[config.mk]
export PLATFORM = sky130hd
export DESIGN_NAME = wb_cmd_master
export DESIGN_NICKNAME = d
export VERILOG_FILES = /design/src/rtl/wb_cmd_master.sv
export SDC_FILE = /design/constraint.sdc
export NUM_CORES = 1
export LEC_CHECK = 0
export ABC_AREA = 1
export BUFFER_PORTS_ARGS = -buffer_cell sky130_fd_sc_hd__buf_2
export CAP_MARGIN = 20
export CELL_PAD_IN_SITES_DETAIL_PLACEMENT = 0
export CELL_PAD_IN_SITES_GLOBAL_PLACEMENT = 2
export CORE_ASPECT_RATIO = 1.4
export CORE_MARGIN = 5
export CORE_UTILIZATION = 26
export CTS_CLUSTER_DIAMETER = 40
export DETAILED_ROUTE_END_ITERATION = 8
export PLACE_DENSITY_LB_ADDON = 0.08
export SLEW_MARGIN = 30
export SYNTH_ARGS = -nofsm -noshare
export SYNTH_HDL_FRONTEND = slang
export SYNTH_SLANG_ARGS = --single-unit
[constraint.sdc]
create_clock -name clk -period 3.75 [get_ports clk]
set_clock_uncertainty 0.05 [all_clocks]
set_input_delay 0.375 -clock clk [delete_from_list [all_inputs] [get_ports clk]]
set_output_delay 0.375 -clock clk [all_outputs]
set_load 0.02 [all_outputs]
[src/rtl/wb_cmd_master.sv]
// Executes one 78-bit command word as a single Wishbone classic cycle and
// returns status/read data on a valid/ready response port; "sync" ext commands complete locally.
module wb_cmd_master #(
  parameter int          TIMEOUT  = 255,
  parameter int          TO_W     = 8,
  parameter logic [7:0]  EXT_SYNC = 8'h10
) (
  input  logic        clk,
  input  logic        rst,
  input  logic [77:0] cmd_in,
  output logic        cmd_taken,
  output logic        wb_cyc,
  output logic        wb_stb,
  output logic        wb_we,
  output logic [3:0]  wb_sel,
  output logic [31:0] wb_adr,
  output logic [31:0] wb_datw,
  input  logic        wb_ack,
  input  logic        wb_err,
  input  logic [31:0] wb_datr,
  output logic        rsp_val,
  input  logic        rsp_rdy,
  output logic        rsp_we,
  output logic        rsp_err,
  output logic        rsp_tmo,
  output logic [31:0] rsp_dat,
  output logic [7:0]  rsp_ext
);

  localparam logic [1:0] S_IDLE = 2'd0;
  localparam logic [1:0] S_BUS  = 2'd1;
  localparam logic [1:0] S_RSP  = 2'd2;

  localparam logic [TO_W-1:0] CNT_LAST = TO_W'(TIMEOUT - 1);

  logic [1:0]      r_state;
  logic            r_we;
  logic [3:0]      r_sel;
  logic [31:0]     r_adr;
  logic [31:0]     r_datw;
  logic [7:0]      r_ext;
  logic [TO_W-1:0] r_cnt;
  logic            r_rsp_err;
  logic            r_rsp_tmo;
  logic [31:0]     r_rsp_dat;

  logic            w_take;
  logic            w_in_bus;

  assign w_take   = (r_state == S_IDLE) & cmd_in[77];
  assign w_in_bus = (r_state == S_BUS);

  always_ff @(posedge clk) begin
    if (!rst) begin
      r_state   <= S_IDLE;
      r_we      <= 1'b0;
      r_sel     <= '0;
      r_adr     <= '0;
      r_datw    <= '0;
      r_ext     <= '0;
      r_cnt     <= '0;
      r_rsp_err <= 1'b0;
      r_rsp_tmo <= 1'b0;
      r_rsp_dat <= '0;
    end else begin
      case (r_state)
        S_IDLE: begin
          if (w_take) begin
            r_we      <= cmd_in[76];
            r_sel     <= cmd_in[75:72];
            r_adr     <= cmd_in[71:40];
            r_datw    <= cmd_in[39:8];
            r_ext     <= cmd_in[7:0];
            r_cnt     <= '0;
            r_rsp_err <= 1'b0;
            r_rsp_tmo <= 1'b0;
            r_rsp_dat <= '0;
            r_state   <= (cmd_in[7:0] == EXT_SYNC) ? S_RSP : S_BUS;
          end
        end
        S_BUS: begin
          // err beats ack, and either beats a timeout landing in the same cycle
          if (wb_err) begin
            r_rsp_err <= 1'b1;
            r_rsp_dat <= '0;
            r_state   <= S_RSP;
          end else if (wb_ack) begin
            r_rsp_dat <= r_we ? 32'd0 : wb_datr;
            r_state   <= S_RSP;
          end else if (r_cnt == CNT_LAST) begin
            r_rsp_tmo <= 1'b1;
            r_rsp_dat <= '0;
            r_state   <= S_RSP;
          end else begin
            r_cnt <= r_cnt + 1'b1;
          end
        end
        S_RSP: begin
          if (rsp_rdy) r_state <= S_IDLE;
        end
        default: r_state <= S_IDLE;
      endcase
    end
  end

  assign cmd_taken = w_take;
  assign wb_cyc    = w_in_bus;
  assign wb_stb    = w_in_bus;
  assign wb_we     = r_we;
  assign wb_sel    = r_sel;
  assign wb_adr    = r_adr;
  assign wb_datw   = r_datw;

  assign rsp_val   = (r_state == S_RSP);
  assign rsp_we    = r_we;
  assign rsp_err   = r_rsp_err;
  assign rsp_tmo   = r_rsp_tmo;
  assign rsp_dat   = r_rsp_dat;
  assign rsp_ext   = r_ext;

endmodule

Word-level counts from Yosys, hierarchy flattened

Cells that the tools add are included.

Equality and inequality tests: 12
Add/sub/neg operators: 1
Reductions and logical operators: 8
Mux-type cells: 25
Bitwise operators: 1

Operator list:

| kind                | number |
|---|---|
| $mux 32             | 5 |
| $pmux 32 s2         | 1 |
| $mux 8              | 4 |
| $pmux 8 s2          | 1 |
| $mux 2              | 6 |
| $reduce_and 5->1    | 2 |
| $reduce_and 3->1    | 3 |
| $add 8x1->8 const B | 1 |
| $eq 8x5->1 const B  | 1 |
| $eq 8x8->1 const B  | 1 |
| $ne 2x2->1 const B  | 4 |
| $ne 2x1->1 const B  | 3 |
| $pmux 2 s3          | 1 |
| $mux 1              | 5 |
| $ne 4x1->1 const B  | 1 |
| $pmux 1 s2          | 2 |
| $eq 2x1->1 const B  | 1 |
| $eq 2x2->1 const B  | 1 |
| $logic_not 2->1     | 1 |
| $reduce_and 2->1    | 1 |
| $reduce_bool 2->1   | 1 |
| $and 1x1->1         | 1 |

Word-level logic and storage cells: 57
Input bits: 115
Output and inout bits: 116
Register bits: 121

Depth between registers and ports, before layout

Depth after elaboration: 5
Depth in mapped cells: 11

Worst setup path before layout

OpenSTA, ideal clock, no wires.

Path kind: register to register
Start point: reg r_cnt[0]
End point: reg r_rsp_dat[11] (netlist: rsp_dat[11])
Clock period less this slack: 1554 ps
Arrival: 1391 ps
Setup time: 113 ps
Path buffers: 2
Required time: 3587 ps
Stages on the path, launching flop included: 12
Setup slack: 2196 ps
Path through: dfxtp_1 inv_1 ha_1 inv_1 nor2_1 nand2_1 nand3_2 nand3_2 buf_6 buf_6 nor2_1 nor2_1

Cells in the longest elaborated chain, start to end: 3

Ends and longest elaborated chain:

| what                       | RTL line | text |
|---|---|---|
| from (decl)                | 42       | `logic [TO_W-1:0] r_cnt;` |
| from (signal assigned)     | 95       | `r_cnt <= r_cnt + 1'b1;` |
| $eq 8x8->1                 | 90       | `end else if (r_cnt == CNT_LAST) begin` |
| $ne 4x1->1 (no line)       | --       |  |
| $reduce_and 3->1 (no line) | --       |  |
| to (signal assigned)       | 88       | `r_rsp_dat <= r_we ? 32'd0 : wb_datr;` |
| to (decl)                  | 45       | `logic [31:0] r_rsp_dat;` |

Every way passes these cells.
A chain may end at the register's enable or synchronous reset.

Final worst setup path

Start point: reg r_state[0]
End point: out cmd_taken

Cells in the longest elaborated chain, start to end: 2

Ends and longest elaborated chain:

| what                   | RTL line | text |
|---|---|---|
| from (decl)            | 36       | `logic [1:0] r_state;` |
| from (signal assigned) | 78       | `r_state <= (cmd_in[7:0] == EXT_SYNC) ? S_RSP : S_BUS;` |
| $logic_not 2->1        | 50       | `assign w_take = (r_state == S_IDLE) & cmd_in[77];` |
| $and 1x1->1            | 50       |  |
| to (decl)              | 11       | `output logic cmd_taken,` |

Every way passes these cells.

==> metrics.log <==
INFO  metric timing.hold.worst.class = input port to flop
INFO  metric grt_start_max_net_pins = 93
INFO  metric netlist-cell-type-count = 26
INFO  metric wire_length_per_cell_after_detailed_routing = 14.1 um
INFO  metric synth_ff_type = sky130_fd_sc_hd__dfxtp_1
INFO  metric cp_data_required_time = 3.32 ns
INFO  metric critical_path_peak_fanout = 42
INFO  metric core_area = around 19000 um2
INFO  metric cts_tree = built
INFO  metric synth_enable_flop_cells = 0
INFO  metric cell_internal_pwr = 3.31 mW
INFO  metric cts_inserted_buffers = 17
INFO  metric synthMostInstantiatedCell = sky130_fd_sc_hd__nor2_1
INFO  metric fmax = 426 MHz
INFO  metric relative_slew_slack = 0.415
INFO  metric clk-insertion-delay-late = 0.41 ns
INFO  metric ys_seq_area_frac = 0.481
INFO  metric critical_path_data_arrival_time = roughly 1.9 ns
INFO  metric synthesis.nets = 849
INFO  metric clk_transition_reported_paths = 0.06 ns
INFO  metric routed_wirelength = roughly 17000 um
INFO  metric r2r_slack = 1.41 ns
INFO  metric hold-path-endpoint = wb_datw[3]$_SDFFE_PN0P_
INFO  metric r2r_start = r_state[1]$_SDFFE_PN0P_
INFO  metric count_of_synthesis_stage_warnings_from_yosys = 0
INFO  metric postSynthCellCount = 732
INFO  metric fin_nets = 1060
INFO  metric criticalPathCategory = flop to output pin
INFO  metric wire_length_of_the_first_global_routing_pass = between 20000 and 30000 um
INFO  metric i_o_pin_cnt = 231
INFO  metric areaGrowthSynthToFinish = 38.2%
INFO  metric chipHeight = 175 um
INFO  metric non_filler_instance_count_after_layout = 1206
INFO  metric peakVddDrop = ~0.27 mV
INFO  metric synth.area.top_cells = sky130_fd_sc_hd__dfxtp_1 48%, sky130_fd_sc_hd__nor2_1 17%, sky130_fd_sc_hd__nand2_1 7.2%
INFO  metric r2r-end = rsp_dat[25]$_SDFFE_PN0P_
INFO  metric power.share.switching = 0.381
INFO  metric cts-root-to-sink-buffers = 2
INFO  metric power = 5.34 mW
INFO  metric rows = 60
INFO  metric synth_top_area_cell = sky130_fd_sc_hd__dfxtp_1
INFO  metric setup.worst_path.end_class = output pin
INFO  metric layout_min_cycle_time = 2.35 ns
INFO  metric synth_seq_cells = 121
INFO  metric grt_overflow_total = 0
INFO  metric n_fill_cell = 2166
INFO  metric synth_async_sr_flop_share = 0
INFO  metric r2r.worst_path.cells = 8
INFO  metric detailedRoute.firstPassIterationCount = 5
INFO  metric tritoncts_num_sinks = between 100 and 150
INFO  metric root_driver = sky130_fd_sc_hd__clkbuf_16
INFO  metric max_slew.worst_pin.slew = 0.877 ns
INFO  metric p_per_area = 767 nW/um2
INFO  metric maxSlewViolCount = 0
INFO  metric synth.avg_cell_area = 6.89 um2
INFO  metric post_synth_instance_area = roughly 5000 um2
INFO  metric final.setup.worst_slack = 1.40 ns
INFO  metric floorplan.initialDensity = 0.263
INFO  metric sequential_group_share_of_total_power = 0.328
INFO  metric final-hold-violation-count = 0
INFO  metric postRouteAntennaNets = 0
INFO  metric drv_cap = 0
INFO  metric dpl_hpwl = 12100 um
INFO  metric hp-start = cmd_in[11]
INFO  metric groute.usage.overall = 0.150
INFO  metric detail_route.drc_violations = 0
INFO  metric ctsResizeCount = 0
INFO  metric fin_tns_setup = 0 ns
INFO  metric drt_first_iter_violations = 167
INFO  metric place_worst_setup_slack = 1.14 ns
INFO  metric layout-drive-gt1-share = 0.291
INFO  metric ctsHoldBuffers = 0
INFO  metric yosys-top-cells-count = 233 x sky130_fd_sc_hd__nor2_1, 121 x sky130_fd_sc_hd__dfxtp_1, 97 x sky130_fd_sc_hd__nand2_1
INFO  metric die-width = 128 um
INFO  metric finalCritPeriodShare = 0.626
INFO  metric timing.critical_path.from_type = flop
INFO  metric first_global_vias = 5256
INFO  metric cts_setup_buffers = 0
INFO  metric grt_antenna_before_repair = 2
INFO  metric p_comb_frac = 0.349
INFO  metric dr_total_vias = 5187
INFO  metric htreeDepth = 4
INFO  metric synth_top_cell_area_share = 0.481
INFO  metric total_leakage_power = 3.58 nW
INFO  metric dieArea = between 20000 and 25000 um2
INFO  metric finalSetupViolCount = 0
INFO  metric net-switching-power = 2.04 mW
INFO  metric dpl.cell_count = 1172
INFO  metric share_clk_of_total_power = 0.323
INFO  metric placement.io_buffers = 230
INFO  metric outcome = completed
INFO  metric vias_per_cell = ~4.3
INFO  metric rsz0062_at_grt = false
INFO  metric worst_hold_slack = roughly 0.15 ns
INFO  metric worst_hold_path.num_cells = 3
INFO  metric gp_congestion = approximately 0.81
state kept, by name (all words and copies together) (netlist names):
register  cells
wb_sel        4
rsp_ext       8
rsp_err       1
r_state       2
rsp_dat      32
r_cnt         8
wb_adr       32
rsp_we        1
wb_datw      32
rsp_tmo       1
metal layers:
metal / GRT usage / up-vias / wire [um]
li1: - / 2682 / -
met1: 0.154 / 2295 / 6580
met2: 0.257 / 180 / 8130
met3: 0.0765 / 28 / 1760
met4: 0.0637 / 2 / 463
met5: 0 / - / 20
through the flow:
stage          instance area (um2)  utilization
2_1_floorplan                 5040            -
3_3_place_gp                  6340        0.331
3_5_place_dp                  6340        0.331
4_1_cts                       6960        0.363
5_1_grt                       6970        0.364
6_report                      6970        0.364
cells by family (layout without fill, tap and decap cells):
logic type,Yosys count,in the layout,share of synthesized area
buf+inv,127,351,0.104
fa+ha+maj,2,2,0.00496
simple gates,387,387,0.313
other cells,0,2,0
flops,121,121,0.481
compound gates,95,95,0.0973
worst max-delay path by stage:
stage	from	end	slack, ns	cells after the start
6_report	r_state[0]$_SDFFE_PN0P_	cmd_taken	1.40	4
5_1_grt	r_state[1]$_SDFFE_PN0P_	rsp_dat[25]$_SDFFE_PN0P_	1.14	8
4_1_cts	r_state[1]$_SDFFE_PN0P_	rsp_dat[11]$_SDFFE_PN0P_	1.12	7
3_5_place_dp	r_state[1]$_SDFFE_PN0P_	rsp_dat[11]$_SDFFE_PN0P_	1.14	7
3_3_place_gp	r_state[1]$_SDFFE_PN0P_	rsp_dat[26]$_SDFFE_PN0P_	1.27	7
2_1_floorplan	r_cnt[0]$_SDFFE_PN0P_	rsp_dat[11]$_SDFFE_PN0P_	2.20	11
worst max-delay path, cell delays in order, from the launching register on:
cell and delay (ns):
sky130_fd_sc_hd__dfxtp_1 0.37, sky130_fd_sc_hd__nor2_2 0.18, sky130_fd_sc_hd__nand2_2 0.08, sky130_fd_sc_hd__inv_2 0.55, sky130_fd_sc_hd__buf_2 0.29
layout make-up:
cell class	count	area, um2	area share
sequential	121	2420	0.348
multi-input combinational	484	2100	0.302
timing repair buffer	235	1190	0.171
clock buffer	20	447	0.0641
inverter	84	315	0.0453
tap	248	310	0.0445
clock inverter	12	173	0.0248
antenna	2	5.00	0.000718
placed cells by master, fill, tap and decap left out, drive strengths merged:
| cell type | n |
|---|---|
| clkinv | 5 |
| o21bai | 1 |
| nand2 | 98 |
| a21oi | 13 |
| buf | 235 |
| clkinvlp | 2 |
| nor3b | 1 |
| clkbuf | 20 |
| ha | 2 |
| or2 | 1 |
| nand4 | 16 |
| nand3 | 31 |
| nor3 | 3 |
| nor2 | 237 |
| bufinv | 4 |
| dfxtp | 121 |
| inv | 85 |
| diode | 2 |
| a31oi | 1 |
| o21ai | 80 |
power by group through the flow:
stage	combinational (mW)	clock (mW)	sequential (mW)
detailed placement	1.90	0	1.78
CTS	1.91	1.78	1.76
floorplan	0.945	0	2.13
global route	2.10	1.84	1.79
finish	1.86	1.73	1.75
global placement	1.88	0	1.77
(Power assumes the default switching activity.)
